[config.mk]
export PLATFORM = sky130hd
export DESIGN_NAME = halflife_driver_flat
export DESIGN_NICKNAME = d
export VERILOG_FILES = /design/src/rtl/halflife_if.sv /design/src/rtl/halflife_driver.sv /design/src/flat_wrapper.sv
export SDC_FILE = /design/constraint.sdc
export NUM_CORES = 1
export LEC_CHECK = 0
export ABC_AREA = 1
export CORE_MARGIN = 1
export CORE_UTILIZATION = 30
export DETAILED_ROUTE_END_ITERATION = 16
export HOLD_SLACK_MARGIN = 0.06
export PLACE_DENSITY = 0.56
export SLEW_MARGIN = 10
export SYNTH_ARGS = -nofsm -noshare
export SYNTH_HDL_FRONTEND = slang
export SYNTH_SLANG_ARGS = --single-unit
[constraint.sdc]
create_clock -name clk -period 2.2 [get_ports clk]
set_input_delay 0.33 -clock clk [delete_from_list [all_inputs] [get_ports clk]]
set_output_delay 0.33 -clock clk [all_outputs]
set_load 0.005 [all_outputs]
[src/rtl/halflife_if.sv]
// halflife_if
//   Bundles the control and status signals between halflife_driver and its
//   surroundings: run control (start/abort/init_val), the counter-facing
//   strobes (load/load_val/down/up), the counter read-back (count_in) and
//   run status (busy/done/err/halflives).
//   master : the driver side (drives the strobes and status).
//   slave  : the wrapper/counter side (drives run control and read-back).
interface halflife_if;
    logic       start;
    logic       abort;
    logic [3:0] init_val;
    logic [3:0] count_in;
    logic       load;
    logic [3:0] load_val;
    logic       down;
    logic       up;
    logic       busy;
    logic       done;
    logic       err;
    logic [2:0] halflives;

    modport master (
        input  start, abort, init_val, count_in,
        output load, load_val, down, up, busy, done, err, halflives
    );

    modport slave (
        output start, abort, init_val, count_in,
        input  load, load_val, down, up, busy, done, err, halflives
    );
endinterface

[src/rtl/halflife_driver.sv]
// halflife_driver
//   Loads a start value into the half-life counter, then every HL_TICKS
//   cycles steps it down with single down pulses to floor(value/2), checking
//   the counter's read-back after every strobe. Pulses done when the count
//   reaches zero, holds err if the counter ever disagrees.
// Ports:
//   clk   : system clock, rising edge
//   rst_n : asynchronous active-low reset (deasserted synchronously inside)
//   bus   : halflife_if.master (start/abort/init_val/count_in in,
//           load/load_val/down/up/busy/done/err/halflives out)
//
// state  | meaning
// IDLE   | waiting for start
// LOAD   | load strobe with the latched start value
// CHECK  | counter must now read the loaded value
// WAIT   | counting out one half-life period
// STEP   | at target -> next period / done, else issue one down pulse
// SETTLE | counter must now read the expected decremented value
// DONE   | one-cycle done pulse
// ERR    | counter mismatch, held until abort or reset
module halflife_driver #(
    parameter int unsigned HL_TICKS = 1000
) (
    input logic        clk,
    input logic        rst_n,
    halflife_if.master bus
);

    localparam logic [15:0] PERIOD_TC = 16'(HL_TICKS - 1);

    typedef enum logic [2:0] {
        S_IDLE, S_LOAD, S_CHECK, S_WAIT, S_STEP, S_SETTLE, S_DONE, S_ERR
    } state_t;

    state_t      state, state_nxt;
    logic [1:0]  rst_sync;
    logic        rst_int_n;
    logic [3:0]  val;
    logic [3:0]  target;
    logic [3:0]  expected;
    logic [15:0] period;
    logic [2:0]  hl_cnt;
    logic        period_tc;
    logic        at_target;

    // Assert reaches every flop immediately; release is retimed to clk so
    // the FSM never leaves reset on a partial edge.
    always_ff @(posedge clk or negedge rst_n) begin
        if (!rst_n) rst_sync <= 2'b00;
        else        rst_sync <= {rst_sync[0], 1'b1};
    end
    assign rst_int_n = rst_sync[1];

    assign period_tc = (period == PERIOD_TC);
    assign at_target = (bus.count_in == target);

    always_ff @(posedge clk or negedge rst_int_n) begin
        if (!rst_int_n) state <= S_IDLE;
        else            state <= state_nxt;
    end

    always_comb begin
        state_nxt = state;
        if (bus.abort) begin
            state_nxt = S_IDLE;
        end else begin
            case (state)
                S_IDLE:   if (bus.start) state_nxt = (bus.init_val == 4'd0) ? S_DONE : S_LOAD;
                S_LOAD:   state_nxt = S_CHECK;
                S_CHECK:  state_nxt = (bus.count_in == val) ? S_WAIT : S_ERR;
                S_WAIT:   if (period_tc) state_nxt = S_STEP;
                S_STEP:   begin
                    if (at_target) state_nxt = (target == 4'd0) ? S_DONE : S_WAIT;
                    else           state_nxt = S_SETTLE;
                end
                S_SETTLE: state_nxt = (bus.count_in == expected) ? S_STEP : S_ERR;
                S_DONE:   state_nxt = S_IDLE;
                S_ERR:    state_nxt = S_ERR;
                default:  state_nxt = S_IDLE;
            endcase
        end
    end

    // down is qualified by the live read-back so the pulse is issued in the
    // same STEP cycle that decides the counter is still above target.
    always_comb begin
        bus.load = 1'b0;
        bus.down = 1'b0;
        bus.busy = 1'b0;
        bus.done = 1'b0;
        bus.err  = 1'b0;
        case (state)
            S_IDLE:   ;
            S_LOAD:   begin bus.load = 1'b1; bus.busy = 1'b1; end
            S_STEP:   begin bus.down = ~at_target; bus.busy = 1'b1; end
            S_DONE:   bus.done = 1'b1;
            S_ERR:    begin bus.err = 1'b1; bus.busy = 1'b1; end
            default:  bus.busy = 1'b1;
        endcase
    end

    assign bus.up        = 1'b0;
    assign bus.load_val  = val;
    assign bus.halflives = hl_cnt;

    // Datapath updates are suppressed under abort so halflives keeps the
    // value reached before the abort.
    always_ff @(posedge clk or negedge rst_int_n) begin
        if (!rst_int_n) begin
            val      <= 4'd0;
            target   <= 4'd0;
            expected <= 4'd0;
            period   <= 16'd0;
            hl_cnt   <= 3'd0;
        end else if (!bus.abort) begin
            case (state)
                S_IDLE: begin
                    if (bus.start) begin
                        val    <= bus.init_val;
                        hl_cnt <= 3'd0;
                    end
                end
                S_CHECK: period <= 16'd0;
                S_WAIT: begin
                    if (period_tc) begin
                        target <= bus.count_in >> 1;
                        if (hl_cnt != 3'd7) hl_cnt <= hl_cnt + 3'd1;
                    end else begin
                        period <= period + 16'd1;
                    end
                end
                S_STEP: begin
                    if (at_target) period   <= 16'd0;
                    else           expected <= bus.count_in - 4'd1;
                end
                default: ;
            endcase
        end
    end

endmodule

[src/flat_wrapper.sv]
// flat-port wrapper written by rule: the top's interface ports become plain ports
module halflife_driver_flat 
#(
    parameter int unsigned HL_TICKS = 1000
)
  (clk, rst_n, bus_start, bus_abort, bus_init_val, bus_count_in, bus_load, bus_load_val, bus_down, bus_up, bus_busy, bus_done, bus_err, bus_halflives);
  halflife_if bus_i ();
  input logic clk;
  input logic rst_n;
  input wire logic [$bits(bus_i.start)-1:0] bus_start;
  input wire logic [$bits(bus_i.abort)-1:0] bus_abort;
  input wire logic [$bits(bus_i.init_val)-1:0] bus_init_val;
  input wire logic [$bits(bus_i.count_in)-1:0] bus_count_in;
  output wire logic [$bits(bus_i.load)-1:0] bus_load;
  output wire logic [$bits(bus_i.load_val)-1:0] bus_load_val;
  output wire logic [$bits(bus_i.down)-1:0] bus_down;
  output wire logic [$bits(bus_i.up)-1:0] bus_up;
  output wire logic [$bits(bus_i.busy)-1:0] bus_busy;
  output wire logic [$bits(bus_i.done)-1:0] bus_done;
  output wire logic [$bits(bus_i.err)-1:0] bus_err;
  output wire logic [$bits(bus_i.halflives)-1:0] bus_halflives;
  assign bus_i.start = bus_start;
  assign bus_i.abort = bus_abort;
  assign bus_i.init_val = bus_init_val;
  assign bus_i.count_in = bus_count_in;
  assign bus_load = bus_i.load;
  assign bus_load_val = bus_i.load_val;
  assign bus_down = bus_i.down;
  assign bus_up = bus_i.up;
  assign bus_busy = bus_i.busy;
  assign bus_done = bus_i.done;
  assign bus_err = bus_i.err;
  assign bus_halflives = bus_i.halflives;
  halflife_driver #(.HL_TICKS(HL_TICKS)) u_core (.clk(clk), .rst_n(rst_n), .bus(bus_i));
endmodule
==> impl_metrics.tcl, run 1 <==
set metrics [dict create \
    global_route.usage.total_pct 14.5 \
    synth.top_cells.by_area "sky130_fd_sc_hd__dfrtp_1 (38%), sky130_fd_sc_hd__nand2_1 (19%), sky130_fd_sc_hd__nor2_1 (6.8%)" \
    syn2layout_area_growth_pct 21.8 \
    floorplan.core_area_um2 7290 \
    synth_sequential_area_ratio_pct 38.5 \
    setup.reg_to_reg.worst_slack_ns 0.38 \
    dr.pass1.iters 4 \
    wirelength_per_cell_um 10.8 \
    run_status "completed" \
    timing.critical_path.slowest_stage_cell "sky130_fd_sc_hd__clkdlybuf4s50_1" \
    hold_viol 0 \
    fillers 805 \
    timing.final.setup_violations 0 \
    die_width_um 89.1 \
    layout.cells.most_common "sky130_fd_sc_hd__nand2_1" \
    reg2regPathDepth 8 \
    detailedPlacementHpwl_mm 3.79 \
    row_count 31 \
    min_period_ns 2.08 \
    timing.critical_path.slowest_cell_delay_ns 0.52 \
    fin_skew_ns 0.00852 \
    reg2reg_from "u_core.period[0]$_DFFE_PN0P_" \
    worst-endpoint-required_ns 1.87 \
    floorplan.initialDensity_pct 31.2 \
    fmax_mhz 480 \
    place.gp.congestion 0.809 \
    drt_iter0_drc 97 \
    first_global_vias 1970 \
    cp_max_fo 3 \
    num_vias 2024 \
    clk_root_buffer_cell "sky130_fd_sc_hd__clkbuf_8" \
    syn_area_per_cell_um2 6.90 \
    tritoncts_num_sinks 35 \
    antenna_violations_before_repair 0 \
    cts_buffer_depth 2 \
    postSynthRegisterBits 35 \
    height_of_the_die_um 89.1 \
    clock_latency_ns 0.29 \
    nets 376 \
    ys.warnings.count 0 \
    h-tree-depth 2 \
    clk_transition_reported_paths_ns 0.07 \
    fraction_of_layout_cells_with_a_size_suffix_above_1_pct 9.42 \
    hold_class "in -> async" \
    synth.net_count 346 \
    tritoncts "done" \
    count_of_unique_library_cells_instantiated_by_yosys 30 \
    critical_path_arrival_ns 1.75 \
    timing.setup.tns_ns 0 \
    commonest_cells_after_routing_fill_and_taps_aside "sky130_fd_sc_hd__nand2_1 (117), sky130_fd_sc_hd__nor2_1 (41), sky130_fd_sc_hd__inv_1 (34), sky130_fd_sc_hd__dfrtp_1 (34)" \
    critical_path.startpoint_type "primary input" \
    routed_wirelength_mm 4.96 \
    cell_area_after_synthesis_um2 2280 \
    fin_util_pct 38.0 \
    grt_setup_unrepaired "no" \
    route.detailed.vias_per_inst 4.40 \
    power_per_cell_area_nw_per_um2 870 \
    ant_nets 0 \
    finalNonFillerCells 460 \
    maxCapViolations 0 \
    global_route_wire_length_before_repair_mm 8.65 \
    global_route.overflow_total 0 \
    num_io_pins 25 \
    yosys.area.top_type_share_pct 38.5 \
    post-place-cells 452 \
    synthCells 330 \
    final.period_utilization_pct 94.7 \
    irDropWorstVdd_mv 0.332 \
    dr_drc_count 0 \
    synthDominantAreaCellType "sky130_fd_sc_hd__dfrtp_1" \
    numCtsBuffers 5 \
    buffer_ports.inserted 23 \
    grt_max_degree 34 \
    cp-end-kind "primary output" \
    critical_path_cell_by_cell "clkdlybuf4s50_1 -> inv_2 -> nand2_1 -> nand2_1 -> nor2_4 -> nand2_2 -> nand2_4 -> inv_1 -> clkdlybuf4s50_1" \
    p_leak_nw 1.37 \
    diodes 0 \
    die_area_um2 7940 \
    worst-setup-path-type "in -> out" \
    worst_r2r_endpoint "u_core.period[3]$_DFFE_PN0P_" \
    slew_viol_final 0 \
]
## where the power goes
| part | switching (mW) | internal (mW) | leakage, nW |
|---|---|---|---|
| registers | 0.123 | 0.761 | 0.466 |
| clock network | 0.247 | 0.453 | 0.0654 |
| logic | 0.463 | 0.365 | 0.843 |
## layer usage
metal  GRT usage, %  part of all wire [%]  up-vias  wire [um]
met5              0                     0        -          0
met4           5.19                   1.4        0         69
met3           2.77                   2.6        5        129
met2           24.1                    45       20       2210
met1           18.7                    51      915       2550
li1               -                     -     1084          -
## stage by stage
step | setup WS (ns) | power, mW | area [um2] | hold slack, ns
global route | 0.00496 | 2.62 | 2770 | 0.191
global placement | 0.103 | 1.73 | 2630 | 0.299
floorplan | 0.709 | 1.44 | 2280 | 0.0344
detailed placement | 0.0625 | 1.73 | 2630 | 0.297
finish | 0.116 | 2.41 | 2770 | 0.197
CTS | 0.0480 | 2.45 | 2760 | 0.189
## synthesized netlist by cell type
library cell              instances
sky130_fd_sc_hd__a31o_2           1
sky130_fd_sc_hd__nand2_1        117
sky130_fd_sc_hd__nand3_1         21
sky130_fd_sc_hd__nor3_1           3
sky130_fd_sc_hd__buf_4            4
sky130_fd_sc_hd__or2_2            1
sky130_fd_sc_hd__nand2_2          1
sky130_fd_sc_hd__o21ai_2          2
sky130_fd_sc_hd__nand3_2          2
sky130_fd_sc_hd__xnor2_1          2
sky130_fd_sc_hd__dfrtp_1         35
sky130_fd_sc_hd__and2_1           1
sky130_fd_sc_hd__inv_1           35
sky130_fd_sc_hd__nor2_2           4
sky130_fd_sc_hd__and3_1           1
sky130_fd_sc_hd__nand3_4          1
sky130_fd_sc_hd__o21ai_0         14
sky130_fd_sc_hd__ha_1             4
sky130_fd_sc_hd__conb_1           2
sky130_fd_sc_hd__buf_8            1
sky130_fd_sc_hd__xor2_1          14
sky130_fd_sc_hd__a21oi_1          5
sky130_fd_sc_hd__o21a_1           1
sky130_fd_sc_hd__inv_4            1
sky130_fd_sc_hd__inv_2            4
sky130_fd_sc_hd__nand4_1          8
sky130_fd_sc_hd__buf_2            2
sky130_fd_sc_hd__o21ai_1          1
sky130_fd_sc_hd__nor2_1          41
sky130_fd_sc_hd__nand2_4          1
## critical path: cells and delay by family
| kind | cells | cell delay [ns] |
|---|---|---|
| buffers and inverters | 4 | 1.04 |
| and+or+nand+nor | 5 | 0.38 |
## layout make-up
class                      instances  area (um2)  share of cell area [%]
multi-input combinational        248        1200                    43.2
sequential                        35         877                    31.6
timing repair buffer              30         288                    10.4
inverter                          40         153                    5.51
tap                               99         124                    4.47
clock buffer                       6        72.6                    2.62
clock inverter                     2        60.1                    2.17
## registers in the layout, indices dropped and copies added (netlist names)
register and flops:
u_core.period 16, u_core.bus.load_val 4, u_core.expected 4, u_core.bus.halflives 3, u_core.state 3, u_core.target 3, u_core.rst_sync 2
## cells by family after synthesis
| logic type | count (synthesis) | synth area share (%) |
|---|---|---|
| adders and majority gates | 4 | 2.20 |
| and+or+nand+nor | 202 | 37.9 |
| xor gates and xnor gates | 16 | 6.15 |
| buffers and inverters | 47 | 9.12 |
| AOI/OAI and AO/OA | 24 | 5.88 |
| other | 2 | 0.330 |
| DFF | 35 | 38.5 |
## timing repair
item                                    in CTS  in global routing
endpoints found under the setup margin       0                  1
hold buffers                                 0                  0
gates resized for setup                      0                  5
buffers inserted                             0                  0
## worst max path at each step
stage | from | end | cells past startpoint
floorplan | u_core.period[0]$_DFFE_PN0P_ | u_core.period[11]$_DFFE_PN0P_ | 9
global placement | bus_count_in[2] | bus_down | 9
detailed placement | bus_count_in[2] | bus_down | 9
CTS | bus_count_in[2] | bus_down | 9
global route | bus_count_in[1] | bus_down | 9
finish | bus_count_in[1] | bus_down | 9
Power figures use the tool's default switching activity.
==> inputs of run 2 (changes only) <==
--- a/config.mk
+++ b/config.mk
@@ -7,10 +7,10 @@
 export LEC_CHECK = 0
 export ABC_AREA = 1
 export CORE_MARGIN = 1
-export CORE_UTILIZATION = 30
+export CORE_UTILIZATION = 61
 export DETAILED_ROUTE_END_ITERATION = 16
 export HOLD_SLACK_MARGIN = 0.06
-export PLACE_DENSITY = 0.56
+export PLACE_DENSITY = 0.93
 export SLEW_MARGIN = 10
 export SYNTH_ARGS = -nofsm -noshare
 export SYNTH_HDL_FRONTEND = slang
==> run 2 against run 1 <==
Against the previous run: critical path depth is 3 lower; clock-buffer cell count grew 1; first-iteration DRC count is 73% higher; hold slack better by 0.0016 ns; clock power shrank 36%; register-to-register slack improved by 0.07 ns; critical path type is now reg -> out; critical endpoint unchanged; largest cell class unchanged.
==> impl_metrics.tcl, run 2 (synthesis results as in run 1) <==
set metrics [dict create \
    global_route.usage.total_pct 28.5 \
    numCtsBuffers 5 \
    min_period_ns 2.10 \
    syn2layout_area_growth_pct 16.6 \
    setup.reg_to_reg.worst_slack_ns 0.45 \
    tritoncts "done" \
    final.period_utilization_pct 95.6 \
    worst-endpoint-required_ns 1.87 \
    timing.critical_path.slowest_cell_delay_ns 0.49 \
    critical-path-top-cell-by-count "sky130_fd_sc_hd__inv_1" \
    global_route_wire_length_before_repair_mm 8.80 \
    row_count 21 \
    clock_latency_ns 0.30 \
    cts_buffer_depth 2 \
    worst-setup-path-type "reg -> out" \
    reg2regPathDepth 8 \
    hold_viol 0 \
    floorplan.initialDensity_pct 65.7 \
    ff_latch_area_um2 876 \
    fin_skew_ns 0.00877 \
    maxCapViolations 0 \
    cell_depth_of_the_worst_setup_path 6 \
    num_io_pins 25 \
    h-tree-depth 2 \
    diodes 0 \
    cp_max_fo 8 \
    timing.critical_path.slowest_stage_cell "sky130_fd_sc_hd__clkdlybuf4s50_1" \
    antenna_violations_before_repair 0 \
    route.detailed.vias_per_inst 5.35 \
    design_power_total_mw 2.18 \
    critical_path_arrival_ns 1.77 \
    commonest_cells_after_routing_fill_and_taps_aside "sky130_fd_sc_hd__nand2_1 (117), sky130_fd_sc_hd__nor2_1 (41), sky130_fd_sc_hd__inv_1 (35), sky130_fd_sc_hd__dfrtp_1 (35)" \
    buffer_ports.inserted 23 \
    detailedPlacementHpwl_mm 3.66 \
    regMostFlops "u_core.period" \
    finalNonFillerCells 408 \
    dr.pass1.iters 5 \
    multiInputGateArea_um2 1190 \
    clk_root_buffer_cell "sky130_fd_sc_hd__clkbuf_8" \
    dp_worst_setup_slack_ns 0.115 \
    num_vias 2183 \
    routed_wirelength_mm 4.90 \
    timing.final.setup_violations 0 \
    die_width_um 63.1 \
    p_leak_nw 1.36 \
    height_of_the_die_um 63.1 \
    irDropWorstVdd_mv 0.571 \
    timing.setup.tns_ns 0 \
    run_status "completed" \
    clk_transition_reported_paths_ns 0.07 \
    post-place-cells 399 \
    worstPathBufferInverterCount 3 \
    critical_path.startpoint_type "register" \
    postLayoutSetupSlackWorst_ns 0.0968 \
    grt_setup_unrepaired "no" \
    cp-end-kind "primary output" \
    ant_nets 0 \
    drt_iter0_drc 168 \
    critical_path.top_delay_family "buffers and inverters" \
    dr_drc_count 0 \
    critical_path_cell_by_cell "nor2_2 -> nand2_1 -> inv_1 -> nand2_4 -> inv_1 -> clkdlybuf4s50_1" \
    fraction_of_layout_cells_with_a_size_suffix_above_1_pct 8.84 \
    tritoncts_num_sinks 35 \
    first_global_vias 2092 \
    slew_viol_final 0 \
    wirelength_per_cell_um 12.0 \
    grt_max_degree 34 \
    fillers 266 \
    largest_register_ff_count 16 \
    fmax_mhz 475 \
    hold_class "in -> async" \
    nets 377 \
    floorplan.core_area_um2 3470 \
    place.gp.congestion 0.934 \
    layout.cells.most_common "sky130_fd_sc_hd__nand2_1" \
    die_area_um2 3980 \
    power_per_cell_area_nw_per_um2 819 \
    global_route.overflow_total 0 \
]
-- run 2: cell types whose count changed in the layout (fill, tap and decap cells not counted) --
| cell | change |
|---|---|
| sky130_fd_sc_hd__bufinv_16 | -2 |
| sky130_fd_sc_hd__buf_4 | +1 |
| sky130_fd_sc_hd__clkbuf_1 | +1 |
| sky130_fd_sc_hd__clkinv_2 | +1 |
| sky130_fd_sc_hd__dfrtp_1 | +1 |
| sky130_fd_sc_hd__dfrtp_2 | -1 |
| sky130_fd_sc_hd__inv_1 | +1 |
| sky130_fd_sc_hd__inv_2 | -1 |
| sky130_fd_sc_hd__nor2_2 | +1 |
| sky130_fd_sc_hd__nor2_4 | -1 |
-- run 2: area by class of cell --
type / instances / area share (%)
clock inverters: 1 / 0.188
multi-input cells: 248 / 44.9
well taps: 46 / 2.17
flip-flops and latches: 35 / 33.0
repair buffers: 31 / 11.1
inverters: 40 / 5.75
clock buffers: 7 / 2.87
-- run 2: worst register-to-register path, stage by stage (launching register included) --
cell and delay, ns:
sky130_fd_sc_hd__dfrtp_1 0.47, sky130_fd_sc_hd__nor2_2 0.13, sky130_fd_sc_hd__nand2_1 0.11, sky130_fd_sc_hd__inv_1 0.15, sky130_fd_sc_hd__nand2_4 0.06, sky130_fd_sc_hd__buf_4 0.15, sky130_fd_sc_hd__nor2_1 0.35, sky130_fd_sc_hd__nand2_1 0.10
sky130_fd_sc_hd__o21a_1 0.12
-- run 2: report_power, final --
part / internal, mW / total, mW / switching (mW)
logic: 0.364 / 0.844 / 0.480
clock network: 0.222 / 0.446 / 0.224
registers: 0.760 / 0.886 / 0.125
-- run 2: repair_timing --
item / CTS / global route
hold buffers: 0 / 0
setup endpoints to repair: 0 / 1
buffers inserted: 0 / 1
gates resized for setup: 0 / 2
-- run 2: worst paths after layout --
path	from	end
worst max-delay path	u_core.state[1]$_DFFE_PN0P_	bus_down
worst min-delay path	rst_n	u_core.rst_sync[0]$_DFF_PN0_
worst max register to register	u_core.state[1]$_DFFE_PN0P_	u_core.expected[1]$_DFFE_PN0P_
worst min register to register	u_core.rst_sync[1]$_DFF_PN0_	u_core.period[3]$_DFFE_PN0P_
max in group asynchronous	u_core.rst_sync[1]$_DFF_PN0_	u_core.target[2]$_DFFE_PN0P_
min in group clk	u_core.rst_sync[0]$_DFF_PN0_	u_core.rst_sync[1]$_DFF_PN0_
-- run 2: routing by layer --
layer  part of all wire [%]  wire length, um  vias up  track usage [%]
met3                    6.1              298       14             7.25
met5                      0                0        -                0
met1                     45             2200     1003             35.6
met2                     47             2300       77             46.0
met4                    2.0              100        0             13.1
li1                       -                -     1089                -
-- run 2: metrics by stage --
stage	hold WS, ns	instance area [um2]	util (%)
after floorplan	0.0344	2280	-
after global placement	0.272	2560	73.9
after detailed placement	0.277	2560	73.9
after CTS	0.195	2640	76.2
after global routing	0.184	2660	76.6
final	0.198	2660	76.6
